## src/rtl/counter_0to19.sv

```systemverilog
// counter_0to19 -- BCD up/down counter over 0..19 with a two-digit
// multiplexed 7-segment display driver.
//
// Parameters:
//   SCAN_DIV    clk cycles each display digit is held (legal 1..65535)
//   SEG_ACT_LOW 1 = seg/dig_sel active-low (common anode), 0 = active-high
//
// Ports:
//   clk      system clock (single domain, shared with the div_100 divider)
//   rst      synchronous active-high reset
//   div_clk  count strobe level from div_100; a rising edge is one tick
//   en       count enable, sampled at the tick edge
//   up       direction (1 = up, 0 = down), sampled at the tick edge
//   tens     BCD tens digit (0..1)
//   ones     BCD ones digit (0..9)
//   wrap     one-clk pulse after a 19->0 or 0->19 transition
//   seg      registered segment drive, {g,f,e,d,c,b,a}
//   dig_sel  registered digit enable, bit0 = ones, bit1 = tens
module counter_0to19 #(
  parameter int unsigned SCAN_DIV    = 4,
  parameter bit          SEG_ACT_LOW = 1'b1
) (
  input  logic       clk,
  input  logic       rst,
  input  logic       div_clk,
  input  logic       en,
  input  logic       up,
  output logic       tens,
  output logic [3:0] ones,
  output logic       wrap,
  output logic [6:0] seg,
  output logic [1:0] dig_sel
);

  localparam logic [15:0] SCAN_LAST = 16'(SCAN_DIV - 1);
  // Inactive drive levels; XOR with these converts active-high to board levels.
  localparam logic [6:0]  SEG_OFF   = {7{SEG_ACT_LOW}};
  localparam logic [1:0]  DIG_OFF   = {2{SEG_ACT_LOW}};

  typedef enum logic {
    PTR_ONES = 1'b0,
    PTR_TENS = 1'b1
  } ptr_t;

  ptr_t        ptr_q, ptr_d;
  logic        div_prev;
  logic        tick;
  logic [15:0] scan_cnt;
  logic        scan_last;
  logic        tens_d;
  logic [3:0]  ones_d;
  logic        wrap_d;
  logic [3:0]  digit;
  logic        blank;
  logic [6:0]  seg_on;
  logic [1:0]  dig_on;

  // ---------------------------------------------------------------------
  // Strobe edge detect. div_prev follows div_clk even in reset so that a
  // strobe already high at release does not produce a spurious tick.
  // ---------------------------------------------------------------------
  always_ff @(posedge clk) begin
    div_prev <= div_clk;
  end

  always_comb begin
    tick = div_clk & ~div_prev;
  end

  // ---------------------------------------------------------------------
  // BCD count next-state
  // ---------------------------------------------------------------------
  always_comb begin
    tens_d = tens;
    ones_d = ones;
    wrap_d = 1'b0;
    if (tick && en) begin
      if (up) begin
        if (ones >= 4'd9) begin
          ones_d = 4'd0;
          if (tens) begin
            tens_d = 1'b0;
            wrap_d = 1'b1;
          end else begin
            tens_d = 1'b1;
          end
        end else begin
          ones_d = ones + 4'd1;
        end
      end else begin
        if (ones == 4'd0) begin
          ones_d = 4'd9;
          if (tens) begin
            tens_d = 1'b0;
          end else begin
            tens_d = 1'b1;
            wrap_d = 1'b1;
          end
        end else if (ones > 4'd9) begin
          ones_d = 4'd9;
        end else begin
          ones_d = ones - 4'd1;
        end
      end
    end
  end

  always_ff @(posedge clk) begin
    if (rst) begin
      tens <= 1'b0;
      ones <= '0;
      wrap <= 1'b0;
    end else begin
      tens <= tens_d;
      ones <= ones_d;
      wrap <= wrap_d;
    end
  end

  // ---------------------------------------------------------------------
  // Display scan: hold each digit SCAN_DIV clocks, then swap.
  // ---------------------------------------------------------------------
  always_comb begin
    scan_last = (scan_cnt == SCAN_LAST);
  end

  always_ff @(posedge clk) begin
    if (rst) begin
      scan_cnt <= '0;
    end else if (scan_last) begin
      scan_cnt <= '0;
    end else begin
      scan_cnt <= scan_cnt + 16'd1;
    end
  end

  always_ff @(posedge clk) begin
    if (rst) begin
      ptr_q <= PTR_ONES;
    end else begin
      ptr_q <= ptr_d;
    end
  end

  always_comb begin
    ptr_d = ptr_q;
    if (scan_last) begin
      ptr_d = (ptr_q == PTR_ONES) ? PTR_TENS : PTR_ONES;
    end
  end

  // ---------------------------------------------------------------------
  // Digit select and 7-segment decode (active-high internally)
  // ---------------------------------------------------------------------
  always_comb begin
    digit  = ones;
    blank  = 1'b0;
    dig_on = 2'b01;
    if (ptr_q == PTR_TENS) begin
      digit  = {3'b000, tens};
      blank  = ~tens;   // leading-zero blanking; digit stays selected
      dig_on = 2'b10;
    end
  end

  always_comb begin
    seg_on = 7'h00;
    if (!blank) begin
      case (digit)
        4'd0:    seg_on = 7'h3F;
        4'd1:    seg_on = 7'h06;
        4'd2:    seg_on = 7'h5B;
        4'd3:    seg_on = 7'h4F;
        4'd4:    seg_on = 7'h66;
        4'd5:    seg_on = 7'h6D;
        4'd6:    seg_on = 7'h7D;
        4'd7:    seg_on = 7'h07;
        4'd8:    seg_on = 7'h7F;
        4'd9:    seg_on = 7'h6F;
        default: seg_on = 7'h00;
      endcase
    end
  end

  always_ff @(posedge clk) begin
    if (rst) begin
      seg     <= SEG_OFF;
      dig_sel <= DIG_OFF;
    end else begin
      seg     <= seg_on ^ SEG_OFF;
      dig_sel <= dig_on ^ DIG_OFF;
    end
  end

endmodule
```

## config.mk

```make
export PLATFORM = sky130hd
export DESIGN_NAME = counter_0to19
export DESIGN_NICKNAME = d
export VERILOG_FILES = /design/src/rtl/counter_0to19.sv
export SDC_FILE = /design/constraint.sdc
export NUM_CORES = 1
export LEC_CHECK = 0
export CELL_PAD_IN_SITES_DETAIL_PLACEMENT = 1
export CELL_PAD_IN_SITES_GLOBAL_PLACEMENT = 1
export CORE_ASPECT_RATIO = 1.5
export CORE_MARGIN = 2
export CORE_UTILIZATION = 45
export DETAILED_ROUTE_END_ITERATION = 7
export GPL_ROUTABILITY_DRIVEN = 0
export HOLD_SLACK_MARGIN = 0.12
export PLACE_DENSITY_LB_ADDON = 0.3
export SYNTH_ARGS = -nofsm -noshare
export SYNTH_HDL_FRONTEND = slang
export SYNTH_SLANG_ARGS = --single-unit
```

## constraint.sdc

```tcl
create_clock -name clk -period 4 [get_ports clk]
set_input_delay 1 -clock clk [delete_from_list [all_inputs] [get_ports clk]]
set_output_delay 1 -clock clk [all_outputs]
set_load 0.02 [all_outputs]
```

* Word level (Yosys, flattened, before mapping)
Memories as Yosys holds them, arrays and structs flattened. Index checks and enable logic that the tools add are counted.
Cells by class: add/subtract/negate cells 3, muxes and demuxes 17, $lt $le $gt $ge 2, bitwise gates (word level) 6, equal/unequal tests 2, reductions and logical operators 6
Operators by type and width (count):
- $mux 4 | 5
- $add 16x1->16 const B | 1
- $eq 16x2->1 const B | 1
- $mux 1 | 10
- $mux 7 | 1
- $not 7->7 | 1
- $add 4x1->4 const B | 1
- $ge 4x4->1 const B | 1
- $gt 4x4->1 const B | 1
- $logic_not 4->1 | 1
- $reduce_or 2->1 | 2
- $sub 4x1->4 const B | 1
- $not 1->1 | 3
- $reduce_and 3->1 | 1
- $mux 2 | 1
- $ne 2x1->1 const B | 1
- $not 2->2 | 1
- $reduce_bool 2->1 | 1
- $and 1x1->1 | 1
- $logic_and 1x1->1 | 1
Storage, ports and cells: bits in read-only memories 112, word-level logic and storage cells 45, register bits 33, output and inout port bits 15, memories 1
Memories:
- (no name shown) | words 16, bits a word 7, read ports 1, clocked after memory_dff 0, write ports 0, RTL line 169 | case (digit)

* Logic depth before layout (Yosys ltp)
word-level depth 5, mapped depth 9, gate-level depth less buffers 8

* Worst setup path before layout
Ideal clock, no wire load.
path kind input port to flip-flop, start point input up, end point register tens, stages on the path 4, slack 2039 ps, buffers on the path 0, arrival time 1845 ps, required time 3884 ps, cell sequence or4b_4 o21ai_1 a21oi_1 a31o_1
Between the ends: cells in the longest elaborated chain, start to end 2, elaborated cells on any way between the ends 4, those cells by class 1 x eq/ne; 1 x mux; 2 x reduce/logical
Ends and longest elaborated chain:
- start, declared | RTL line 27 | input logic up,
- $ne 2x1->1 (no source line) or $reduce_bool 2->1 (tied branches)
- $reduce_and 3->1 (no source line)
- end signal, assigned | RTL line 114 | tens <= tens_d;
- end, declared | RTL line 28 | output logic tens,
Parallel ways exist; a longest one is shown, timed or not. A chain may end at the register's enable or synchronous reset.

* Final worst setup path
start point register ones[3], end point output ones[3]
RTL lines:
- start, declared | RTL line 29 | output logic [3:0] ones,
- start signal, assigned | RTL line 115 | ones <= ones_d;
No word-level cell between the ends.

==> impl_metrics.json <==
{
  "rsz0062_at_grt": "no",
  "yosysUniqueCellTypes": 48,
  "cp_data_required_time_ns": 3.00,
  "clock_path_buffers": 2,
  "crit_chain": "clkdlybuf4s50_1",
  "critPathMaxStageDelay_ns": 0.81,
  "clk_pin_slew_ns": 0.06,
  "worstMarginPinSlew_ns": 0.753,
  "synthArstFlopShare_pct": 0,
  "synth_top_family_by_area": "simple AND/OR/NAND/NOR gates",
  "clock_sinks": 33,
  "power_leakage_nw": 0.727,
  "synth-edff-count": 0,
  "root_buffer": "clkbuf_8",
  "r2r_slack_ns": 1.84,
  "synth_area_leaders": "dfxtp_1 (38%), ha_1 (7.2%), xnor2_1 (6.5%)",
  "end_kind": "primary output",
  "grt_max_degree": 23,
  "synthMuxAreaShare_pct": 0,
  "cts_tree": "yes",
  "ys_seq_area_share_pct": 37.9,
  "synth-seq-cells": 33,
  "synth-simple-area-share_pct": 27.0,
  "drc": 0,
  "postRouteAntennaNets": 0,
  "final_nets": 231,
  "tns_ns": 0,
  "power.density_nw_per_um2": 371,
  "clk_latency_ns": 0.29,
  "netlist.area_leader.share_pct": 37.9,
  "drv_slew": 0,
  "wire_per_inst_um": 15.9,
  "synth-adder-area-share_pct": 7.17,
  "crit_buf_inv": 1,
  "fin_crit_sh_pct": 70.8,
  "portBuffers": 19,
  "outcome": "completed",
  "cp.arrival_ns": 1.83,
  "yosys_warnings": 0,
  "period_needed_ns": 2.83,
  "area_growth_pct": 16.4,
  "crit_path_start_kind": "flip-flop",
  "gr-total-overflow": 0,
  "synth-xor-area-share_pct": 8.03,
  "grt_usage_pct": 21.7,
  "diodes": 0,
  "yosys_most_used_dff": "dfxtp_1",
  "cts_buffers": 5,
  "finalHoldViolCount": 0,
  "hold_class": "flip-flop to flip-flop",
  "hpwl_um": 3050,
  "yosys.area.top_type": "dfxtp_1",
  "syn_area_sq_um": 1740,
  "path_delay_family": "flip-flops",
  "cts_setup_buffers": 0,
  "synth-compound-area-share_pct": 14.1,
  "cts-htree-levels": 2,
  "setup_viol": 0,
  "dr.first_iter.drc_count": 13,
  "crit_type": "flip-flop to primary output",
  "via_count": 1456,
  "viasPerCell": 5.60,
  "dp_slack_ns": 1.33,
  "core_area_sq_um": 3680,
  "die_area_sq_um": 4400,
  "die_w_um": 54.8,
  "maxCapViolCount": 0,
  "die_y_um": 80.3,
  "wirelength_um": 4140,
  "final_cells": 260,
  "layout-drive-gt1-share_pct": 9.22,
  "avgSynthCellArea_sq_um": 8.72,
  "synth_cells": 200,
  "skew_ns": 0.00898,
  "maxSlewHeadroom_pct": 49.7,
  "dr.pass1.iters": 4,
  "crit_fanout": 22,
  "num_rows": 27,
  "ir_drop_mv": 0.299,
  "grt_pass1_vias": 1543,
  "ctsHoldBuffers": 0,
  "ios": 20,
  "finalWorstSetupSlack_ns": 1.17,
  "initial_core_util_pct": 47.4,
  "max_freq_mhz": 353,
  "synth_nets": 215,
  "cts_resized": 0,
  "crit_slowest_cell": "dfxtp_1",
  "dp.cells": 252,
  "n_fill_cell": 451,
  "grt_first_pass_wirelength_um": 7050,
  "antenna_found_initial": 0
}
==> cell type report <==
type                            count  area, sq um  share of cell area, %
Tap cell                           43         53.8                   2.65
Inverter                           11         41.3                   2.03
Clock inverter                      1         5.00                  0.247
Timing Repair Buffer               19          190                   9.37
Clock buffer                        7         96.3                   4.75
Sequential cell                    33          661                   32.6
Multi-Input combinational cell    146          982                   48.4
==> registers in the layout (all words and copies together), names as in the netlist <==
name / count
dig_sel: 2
div_prev: 1
ones: 4
ptr_q: 1
scan_cnt: 16
seg: 7
tens: 1
wrap: 1
==> path summary, 6_finish.rpt <==
| kind | startpoint | endpoint | cells after the start |
|---|---|---|---|
| setup / recovery | ones[3] | ones[3] | 1 |
| hold reg to reg | scan_cnt[0] | scan_cnt[0] | 1 |
| hold / removal | scan_cnt[0] | scan_cnt[0] | 1 |
| setup reg to reg | ones[0] | seg[4] | 8 |
==> layout by cell type, fill, tap and decap left out, types with 2 or more instances in the layout <==
cell type        count
or2_2                2
xor2_1               3
nor2_1              26
dfxtp_1             33
inv_1               10
o21ai_1              3
o21ai_0              5
a31oi_1              3
nor3b_1              5
nor2_2               3
clkdlybuf4s50_1     19
a22oi_1              2
nand3_1              7
nor3_1               4
a21oi_1              5
a311oi_1             2
nand4_1              4
nor2b_1              3
o2111a_1             2
nor4_1               7
nand2_1             11
or2_1                2
clkbuf_8             7
ha_1                10
xnor2_1             13
nand2b_1             5
==> where the power goes <==
| part | internal, mW | switching (mW) |
|---|---|---|
| Combinational | 0.0537 | 0.0660 |
| Clock | 0.155 | 0.117 |
| Sequential | 0.346 | 0.0162 |
==> cells in the mapped netlist, drive strengths merged, types with 2 or more instances <==
library cell  count
a311oi            3
xor2              3
nand4             5
nor3b             5
a211oi            2
nor2b             3
o2111a            2
ha               10
dfxtp            33
a31oi             3
a21oi             5
nand3             7
nand2            11
a22oi             2
buf               7
or2               4
inv              11
nor2             29
nor4              8
clkbuf            3
nand2b            5
o21ai             8
xnor2            13
nor3              4
==> through the flow <==
stage | util (%) | hold WS (ns) | total power, mW | instance area [sq um]
finish | 55.1 | 0.450 | 0.754 | 2030
detailed placement | 52.4 | 0.442 | 0.489 | 1930
CTS | 55.1 | 0.456 | 0.761 | 2030
global route | 55.1 | 0.472 | 0.788 | 2030
global placement | 52.4 | 0.428 | 0.482 | 1930
floorplan | - | 0.417 | 0.447 | 1740
==> cell families (layout without fill, tap and decap cells) <==
kind of cell / count (synthesis) / in the layout
adders and majority gates: 10 / 10
and+or+nand+nor: 86 / 86
AOI/OAI and AO/OA: 34 / 34
xor gates and xnor gates: 16 / 16
buffers and inverters: 21 / 38
DFF: 33 / 33
==> layer usage <==
layer / track usage [%] / vias to the layer above / share of wire [%]
met5: 0 / - / 0
met4: 8.75 / 0 / 2.2
met3: 4.28 / 10 / 2.2
met2: 39.8 / 21 / 57
met1: 22.8 / 697 / 39
li1: - / 728 / -
==> worst reg2reg max path, delay by kind of cell (launching register included) <==
kind / cells / cell delay (ns)
compound gates: 3 / 0.73
fa+ha+maj: 1 / 0.26
buf+inv: 2 / 0.35
flops: 1 / 0.48
simple gates: 2 / 0.29
No activity file was read; power rests on OpenSTA's default activity.
